## src/rtl/bnn_pkg.sv

```systemverilog
// Shared definitions for the BNN vote accumulator: parameter defaults and FSM states.
package bnn_pkg;

    localparam int NUM_CLASSES_DEF = 4;
    localparam int CNT_W_DEF       = 8;
    // Width of the winner index presented on out_winner.
    localparam int WIN_W           = 2;

    typedef enum logic [1:0] {
        ST_IDLE,
        ST_ACCUM,
        ST_RESOLVE,
        ST_OUTPUT
    } state_t;

endpackage

```

## src/rtl/bnn_class_counter.sv

```systemverilog
// Per-class vote counter: synchronous clear takes priority over increment.
module bnn_class_counter
    import bnn_pkg::*;
#(
    parameter int CNT_W = CNT_W_DEF
) (
    input  logic             clk,
    input  logic             reset,
    input  logic             i_clr,
    input  logic             i_inc,
    output logic [CNT_W-1:0] o_count
);

    logic [CNT_W-1:0] r_count;

    // Count votes for this class; window length bounds the value so no saturation.
    always_ff @(posedge clk or posedge reset) begin
        if (reset) begin
            r_count <= '0;
        end else if (i_clr) begin
            r_count <= '0;
        end else if (i_inc) begin
            r_count <= r_count + 1'b1;
        end
    end

    assign o_count = r_count;

endmodule

```

## src/rtl/bnn_vote_accumulator.sv

```systemverilog
// Accumulates multi-hot class votes over a window, then scans the counters
// one class per cycle to find the winner, tie and all-zero conditions.
module bnn_vote_accumulator
    import bnn_pkg::*;
#(
    parameter int NUM_CLASSES = NUM_CLASSES_DEF,
    parameter int CNT_W       = CNT_W_DEF
) (
    input  logic                   clk,
    input  logic                   reset,
    input  logic                   start,
    input  logic                   clear,
    input  logic [CNT_W-1:0]       win_len,
    input  logic                   in_valid,
    output logic                   in_ready,
    input  logic [NUM_CLASSES-1:0] in_class,
    output logic                   out_valid,
    input  logic                   out_ready,
    output logic [WIN_W-1:0]       out_winner,
    output logic [CNT_W-1:0]       out_count,
    output logic                   out_tie,
    output logic                   out_none,
    output logic                   busy
);

    state_t             r_state;
    logic [CNT_W-1:0]   r_win_len;
    logic [CNT_W-1:0]   r_sample_cnt;
    logic [WIN_W-1:0]   r_scan_idx;
    logic [CNT_W-1:0]   r_best_cnt;
    logic [WIN_W-1:0]   r_best_idx;
    logic               r_tie;
    logic               r_in_ready;
    logic               r_busy;
    logic               r_out_valid;
    logic [WIN_W-1:0]   r_out_winner;
    logic [CNT_W-1:0]   r_out_count;
    logic               r_out_tie;
    logic               r_out_none;

    logic               w_accept;
    logic               w_start_ok;
    logic               w_cnt_clr;
    logic [NUM_CLASSES-1:0] w_inc;
    logic [CNT_W-1:0]   w_cnt [NUM_CLASSES];
    logic [CNT_W-1:0]   w_sample_next;
    logic [CNT_W-1:0]   w_cur;
    logic [CNT_W-1:0]   w_nbest_cnt;
    logic [WIN_W-1:0]   w_nbest_idx;
    logic               w_ntie;
    logic               w_scan_last;

    assign w_accept      = in_valid & r_in_ready;
    assign w_start_ok    = start & (r_state == ST_IDLE);
    assign w_cnt_clr     = clear | w_start_ok;
    assign w_sample_next = r_sample_cnt + 1'b1;
    assign w_scan_last   = (r_scan_idx == WIN_W'(NUM_CLASSES - 1));

    for (genvar g = 0; g < NUM_CLASSES; g++) begin : g_cls
        // clear outranks a sample accepted in the same cycle
        assign w_inc[g] = w_accept & in_class[g] & ~clear;

        bnn_class_counter #(
            .CNT_W (CNT_W)
        ) u_cnt (
            .clk     (clk),
            .reset   (reset),
            .i_clr   (w_cnt_clr),
            .i_inc   (w_inc[g]),
            .o_count (w_cnt[g])
        );
    end

    // One scan step: first class loads the best, later classes replace only when strictly greater.
    always_comb begin
        w_cur       = w_cnt[r_scan_idx];
        w_nbest_cnt = r_best_cnt;
        w_nbest_idx = r_best_idx;
        w_ntie      = r_tie;
        if (r_scan_idx == '0) begin
            w_nbest_cnt = w_cur;
            w_nbest_idx = '0;
            w_ntie      = 1'b0;
        end else if (w_cur > r_best_cnt) begin
            w_nbest_cnt = w_cur;
            w_nbest_idx = r_scan_idx;
            w_ntie      = 1'b0;
        end else if (w_cur == r_best_cnt) begin
            w_ntie      = 1'b1;
        end
    end

    // Window control FSM with registered handshake, busy and result outputs.
    always_ff @(posedge clk or posedge reset) begin
        if (reset) begin
            r_state      <= ST_IDLE;
            r_win_len    <= '0;
            r_sample_cnt <= '0;
            r_scan_idx   <= '0;
            r_best_cnt   <= '0;
            r_best_idx   <= '0;
            r_tie        <= 1'b0;
            r_in_ready   <= 1'b0;
            r_busy       <= 1'b0;
            r_out_valid  <= 1'b0;
            r_out_winner <= '0;
            r_out_count  <= '0;
            r_out_tie    <= 1'b0;
            r_out_none   <= 1'b0;
        end else if (clear) begin
            r_state      <= ST_IDLE;
            r_sample_cnt <= '0;
            r_scan_idx   <= '0;
            r_best_cnt   <= '0;
            r_best_idx   <= '0;
            r_tie        <= 1'b0;
            r_in_ready   <= 1'b0;
            r_busy       <= 1'b0;
            r_out_valid  <= 1'b0;
            r_out_winner <= '0;
            r_out_count  <= '0;
            r_out_tie    <= 1'b0;
            r_out_none   <= 1'b0;
        end else begin
            case (r_state)
                ST_IDLE: begin
                    if (start) begin
                        r_win_len    <= win_len;
                        r_sample_cnt <= '0;
                        r_scan_idx   <= '0;
                        r_busy       <= 1'b1;
                        if (win_len != '0) begin
                            r_state    <= ST_ACCUM;
                            r_in_ready <= 1'b1;
                        end else begin
                            r_state    <= ST_RESOLVE;
                        end
                    end
                end
                ST_ACCUM: begin
                    if (w_accept) begin
                        r_sample_cnt <= w_sample_next;
                        if (w_sample_next == r_win_len) begin
                            r_state    <= ST_RESOLVE;
                            r_in_ready <= 1'b0;
                            r_scan_idx <= '0;
                        end
                    end
                end
                ST_RESOLVE: begin
                    r_best_cnt <= w_nbest_cnt;
                    r_best_idx <= w_nbest_idx;
                    r_tie      <= w_ntie;
                    if (w_scan_last) begin
                        r_state     <= ST_OUTPUT;
                        r_out_valid <= 1'b1;
                        if (w_nbest_cnt == '0) begin
                            r_out_none   <= 1'b1;
                            r_out_winner <= '0;
                            r_out_count  <= '0;
                            r_out_tie    <= 1'b0;
                        end else begin
                            r_out_none   <= 1'b0;
                            r_out_winner <= w_nbest_idx;
                            r_out_count  <= w_nbest_cnt;
                            r_out_tie    <= w_ntie;
                        end
                    end else begin
                        r_scan_idx <= r_scan_idx + 1'b1;
                    end
                end
                ST_OUTPUT: begin
                    if (out_ready) begin
                        r_state     <= ST_IDLE;
                        r_out_valid <= 1'b0;
                        r_busy      <= 1'b0;
                    end
                end
                default: begin
                    r_state    <= ST_IDLE;
                    r_in_ready <= 1'b0;
                    r_busy     <= 1'b0;
                end
            endcase
        end
    end

    assign in_ready   = r_in_ready;
    assign busy       = r_busy;
    assign out_valid  = r_out_valid;
    assign out_winner = r_out_winner;
    assign out_count  = r_out_count;
    assign out_tie    = r_out_tie;
    assign out_none   = r_out_none;

endmodule

```

## config.mk

```make
export PLATFORM = sky130hd
export DESIGN_NAME = bnn_vote_accumulator
export DESIGN_NICKNAME = d
export VERILOG_FILES = /design/src/rtl/bnn_pkg.sv /design/src/rtl/bnn_class_counter.sv /design/src/rtl/bnn_vote_accumulator.sv
export SDC_FILE = /design/constraint.sdc
export NUM_CORES = 1
export LEC_CHECK = 0
export ABC_AREA = 1
export BUFFER_PORTS_ARGS = -buffer_cell sky130_fd_sc_hd__clkbuf_2
export CORE_MARGIN = 4
export CORE_UTILIZATION = 62
export DETAILED_ROUTE_END_ITERATION = 7
export PLACE_DENSITY = 0.81
export SLEW_MARGIN = 5
export SYNTH_ARGS = -nofsm -noshare
export SYNTH_HDL_FRONTEND = slang
export SYNTH_HIERARCHICAL = 1
export SYNTH_SLANG_ARGS = --single-unit
export TNS_END_PERCENT = 20
```

## constraint.sdc

```tcl
create_clock -name clk -period 4.5 [get_ports clk]
set_input_delay 0.225 -clock clk [delete_from_list [all_inputs] [get_ports clk]]
set_output_delay 0.225 -clock clk [all_outputs]
set_load 0.01 [all_outputs]
```

[Word level (Yosys, flattened, before mapping)]
Cells that the tools add are included.
Operators by class
  $add $sub $neg: 6
  order comparisons: 2
  equal/unequal tests: 13
  multiplexer cells: 71
  bitwise gates (word level): 13
  reduce and logical (&&, ||, !) cells: 22
Operator list (number)
  $mux W8: 21
  $add A8 B1 Y8 const B: 5
  $mux W2: 20
  $mux W1: 23
  $ne A3 B3 Y1 const B: 6
  $bmux W8 S2: 1
  $eq A8 B8 Y1: 2
  $pmux W8 S2: 1
  $reduce_and A5 Y1: 3
  $reduce_and A3 Y1: 4
  $reduce_bool A2 Y1: 6
  $and A1 B1 Y1: 10
  $reduce_bool A3 Y1: 3
  $gt A8 B8 Y1: 1
  $logic_not A8 Y1: 1
  $pmux W2 S4: 1
  $reduce_bool A8 Y1: 1
  $eq A2 B2 Y1 const B: 3
  $pmux W1 S2: 3
  $pmux W2 S3: 1
  $logic_not A2 Y1: 2
  $reduce_bool A4 Y1: 1
  $ge A3 B3 Y1 const B: 1
  $ne A3 B2 Y1 const B: 1
  6 further kinds: 6
Word-level totals
  bits in registers: 78
  input port bits: 18
  output and inout port bits: 15
  word-level logic and storage cells: 145

[Longest topological paths before layout]
  depth after elaboration: 12
  gate-level depth with buffers: 21
  mapped depth without buffers: 20

[Hierarchy]
Netlist, hierarchy kept.
Modules (own cells, without submodules)
  bnn_vote_accumulator: times used 1, cells each 411, area each 2985.4 um^2
  bnn_class_counter: times used 4, cells each 63, area each 479.2 um^2

[Worst setup path after synthesis]
Ideal clock, no wire load.
  path kind: register to register
  start point: register r_scan_idx[0]
  end point: register r_out_winner[0] (netlist: out_winner[0])
  setup time: 0.116 ns
  arrival time: 2.235 ns
  data required time: 4.384 ns
  slack: 2.148 ns
  stages on the path, launching flop included: 19
  clock period less this slack: 2.352 ns
  cells stage by stage: dfrtp_1 buf_4 buf_6 a21oi_1 a32o_1 inv_1 ha_1 nand2_1 nor2_1 nand4_1 nand2_1 buf_4 nand3_1 nand2_1 nand2_1 nor2_1 nand2_1 nand2_1 nand2_1
On the way
  longest elaborated chain between the ends: 12
Ends and longest elaborated chain
  start, declared: RTL line bnn_vote_accumulator.sv:29  | logic [WIN_W-1:0] r_scan_idx;
  start signal, assigned: RTL line bnn_vote_accumulator.sv:169  | r_scan_idx <= r_scan_idx + 1'b1;
  $not A2 Y3 (not written as such): RTL line bnn_vote_accumulator.sv:76  | w_cur = w_cnt[r_scan_idx];
  $bmux W8 S2: RTL line bnn_vote_accumulator.sv:76
  $mux W8 (not written as such) (2 in a row): RTL line bnn_vote_accumulator.sv:76
  $gt A8 B8 Y1: RTL line bnn_vote_accumulator.sv:84  | end else if (w_cur > r_best_cnt) begin
  $mux W8: RTL line bnn_vote_accumulator.sv:84
  $mux W8: RTL line bnn_vote_accumulator.sv:80  | if (r_scan_idx == '0) begin
  $logic_not A8 Y1: RTL line bnn_vote_accumulator.sv:157  | if (w_nbest_cnt == '0) begin
  $mux W2: RTL line bnn_vote_accumulator.sv:157
  $mux W2: RTL line bnn_vote_accumulator.sv:154  | if (w_scan_last) begin
  $mux W2: RTL line bnn_vote_accumulator.sv:125  | case (r_state)
  $mux W2: RTL line bnn_vote_accumulator.sv:110  | end else if (clear) begin
  end signal, assigned: RTL line bnn_vote_accumulator.sv:164  | r_out_winner <= w_nbest_idx;
  end, declared: RTL line bnn_vote_accumulator.sv:36  | logic [WIN_W-1:0] r_out_winner;
Several ways; a longest one is shown, not always the timed one. The select of a mux whose other input is x is not followed.
A chain may end at the register's enable or synchronous reset.

[Worst setup path after layout]
Ends and elaborated chain as after synthesis.

==> out/results.ini <==
[outcome]
status=finished, final reports clean

[layout]
drive_above_1_share=0.131
nets=736
n_fill_cell=638
final_util=0.689
stdcell_area_mm2=0.00532
diodes=0
area_delta_synth_final_pct=8.60

[cts]
cts-htree-levels=3
clockBufferDepth=2
cts_root_buf=clkbuf_8
cts_num_sinks=78
clkTransAtPathRegs_ps=90
cts_tree=yes
post_cts_resized=0
numCtsBuffers=9
clock_latency_ps=360

[detailed_routing]
ant_nets=0
drt_iter0_markers=268
route.detailed.wl_per_inst_um=13.7
wirelength_um=11000
vias=4299
drc=0
drt-pass1-iter-count=5
viasPerCell=5.34

[grt]
antenna_found_initial=0
grt_overflow=0
grt_pass1_wl_um=19400
grt_max_degree=47
track_usage=0.248
grt_pass1_vias=4243

[synth]
synth_top_family_by_area=simple AND/OR/NAND/NOR gates
avgSynthCellArea_um2=7.39
synth_edf_count=0
syn-instance-count=663
synthXorXnorAreaFrac=0.0179
async_reset_ff_frac=1.00
synth_compound_area_frac=0.0883
yosys.area.top_type_share=0.398
ys_ff_latch=78
synthAdderAreaFrac=0.0510
synthSimpleGateAreaFrac=0.341
synth_ff_type=dfrtp_1
yosys-mux-area-fraction=0.00459
seq_area_frac_synth=0.398
ys_warn_count=6
syn-cell-area_mm2=0.00490
ys_top_cells_by_area=dfrtp_1 (40%), nand2_1 (15%), inv_1 (8.0%), nor2_1 (5.2%), ha_1 (5.1%)
synth_top_cell_by_area=dfrtp_1
synth.distinct_cells=37
syn_nets=701

[worst_setup_path]
worst_r2r_path_depth=18
critPathMostFrequentCell=nand2_1
cpMaxStageDelayCell=dfrtp_1
crit_path_cell_trace=inv_2, nand2_1, a32o_1, inv_1, ha_1, nand2_1, nor2_1, nand2_1, nand2_1, nand2_1, nand2_1, nand2_1, nand2_1, nand2_1, nor2_1, nand2_1, nand2_1, nand2_1
startpoint_type=flip-flop
arrival_ps=3530
reg2reg_slack_ps=1220
cpPeakStageDelay_ps=730
cp-end-kind=flip-flop
path_delay_family=simple AND/OR/NAND/NOR gates
r2r_start=r_scan_idx[0]
crit_buf_inv=2
critPathRequiredTime_ps=4760
reg2reg_to=out_winner[0]
crit_fanout=21
crit_type=flip-flop to flip-flop

[die]
die_area_mm2=0.00939
rows=32
io_pins=33
die_w_um=96.9
die_h_um=96.9
initial_core_util=0.634
core_region_area_mm2=0.00773

[sta]
period_share=0.728
hold_viol_final=0
relSlewSlack=0.367
fin_tns_setup_ps=0
fin_crit_ps=3280
rsz0062_at_grt=no
slew_violations=0
setup_viol=0
fin_ws_ps=1220
worst_slew_pin_slew_ps=948
fin_skew_ps=10.1
max_freq_mhz=305

[power_and_ir_drop]
p_leak_uw=0.00275
switching_share=0.368
power_switching_uw=681
power.total_uw=1850
vdd_drop_max_mv=0.264
seqPwrFrac=0.452
clockPowerShare=0.278
p_int_uw=1170
p_per_area_mw_per_mm2=347
combPwrFrac=0.270

[place]
dpl_cell_area_mm2=0.00512
place_congestion=0.900
dp_slack_ps=1300
port_buffers=32
dp_hpwl_um=8390

[hold_path]
hold_class=primary input to flip-flop
hp-start=win_len[4]
timing.hold.worst_path_depth=3
min_to=r_win_len[4]

[job]
maxCapViolCount=0

[per-stage QoR]
stage | instances | hold slack (ps)
2_1_floorplan | 663 | 40.7
5_1_grt | 805 | 129
6_report | 805 | 120
3_5_place_dp | 788 | 279
4_1_cts | 805 | 119
3_3_place_gp | 788 | 273
[Yosys cell counts, types with 3 or more instances]
library cell  number
a21oi_1           16
a32o_1             7
buf_2              3
buf_6              3
dfrtp_1           78
ha_1              20
inv_1            105
inv_2              5
nand2_1          195
nand2_2            3
nand3_1           35
nand3_2            6
nand4_1           11
nor2_1            68
nor2_2             3
nor2_4            17
nor3_1             5
nor3_2             4
nor3b_1            4
o211ai_1           4
o21ai_0           37
o22ai_1            7
xnor2_1            7
xor2_1             3
[tightest hold or removal path, delay by kind of cell]
family	cells	cell delay (ps)
buffers and inverters	2	130
AO/OA/AOI/OAI	1	80
[layer usage]
layer,vias to the layer above,wire length [um],global-route usage
met5,-,0,0
met4,0,202,0.0929
met3,17,449,0.0375
met2,103,5510,0.418
met1,2021,4880,0.322
li1,2158,-,-
[timing repair]
item | CTS | global route
endpoints found under the hold margin | 32 | 0
hold buffers | 1 | 0
buffers inserted | 0 | 0
[registers in the layout, indices dropped and copies added, names as in the netlist]
register and count:
r_state 2, out_count 8, out_winner 2, out_tie 1, in_ready 1, out_none 1
r_sample_cnt 8, r_win_len 8, g_cls.u_cnt/o_count 32, r_tie 1, r_best_cnt 8, busy 1
out_valid 1, r_scan_idx 2, r_best_idx 2
[layout by cell type (no fill, tap or decap)]
cell and instances:
clkbuf_8 11, a21oi_2 1, nor3_2 4, inv_1 104, nor3b_1 4, inv_6 2, nand3_1 35, or2_2 1
nor2_2 3, nor3_1 5, clkinvlp_4 3, mux2_2 2, dfrtp_1 78, xor2_1 3, ha_1 20, nand2_1 195
and2_1 1, nand4_1 11, a211oi_1 1, inv_2 6, nor2_4 17, nand2_2 3, a21oi_1 16, xnor2_1 7
o211ai_1 4, nand3_2 6, o22ai_1 7, o21ai_0 37, a32o_1 7, a21o_1 1, nand3b_1 2, clkbuf_2 32
dlygate4sd3_1 1, clkinv_1 1, or2_1 2, nand2_4 1, nor2_1 68, and3_1 1
[logic make-up after synthesis]
| family | count (synthesis) |
|---|---|
| simple gates | 359 |
| buf+inv | 120 |
| flops | 78 |
| compound gates | 74 |
| fa+ha+maj | 20 |
| xor+xnor | 10 |
| mux | 2 |
[worst max-delay path by stage]
stage / cells past startpoint / to / slack (ps) / startpoint
after CTS: 18 / out_winner[0] / 1280 / r_scan_idx[0]
after global placement: 20 / out_winner[0] / 1440 / r_scan_idx[0]
after floorplan: 18 / out_winner[0] / 2150 / r_scan_idx[0]
after detailed placement: 20 / out_winner[0] / 1300 / r_scan_idx[0]
after global routing: 18 / out_winner[0] / 860 / r_scan_idx[0]
final: 18 / out_winner[0] / 1220 / r_scan_idx[0]
[power groups by stage]
stage | Combinational (uW) | Sequential [uW] | Clock, uW
floorplan | 388 | 834 | 0
global placement | 473 | 846 | 0
detailed placement | 495 | 848 | 0
CTS | 498 | 835 | 522
global route | 570 | 847 | 555
finish | 500 | 836 | 513
[final cells by class]
cell class                 count  area (um^2)  area share
timing repair buffer          33          170      0.0320
multi-input combinational    465         2470       0.463
sequential                    78         1950       0.367
tap                          102          128      0.0240
clock buffer                  11          151      0.0284
clock inverter                 5         40.0     0.00752
inverter                     111          417      0.0783
(Power assumes the default switching activity.)
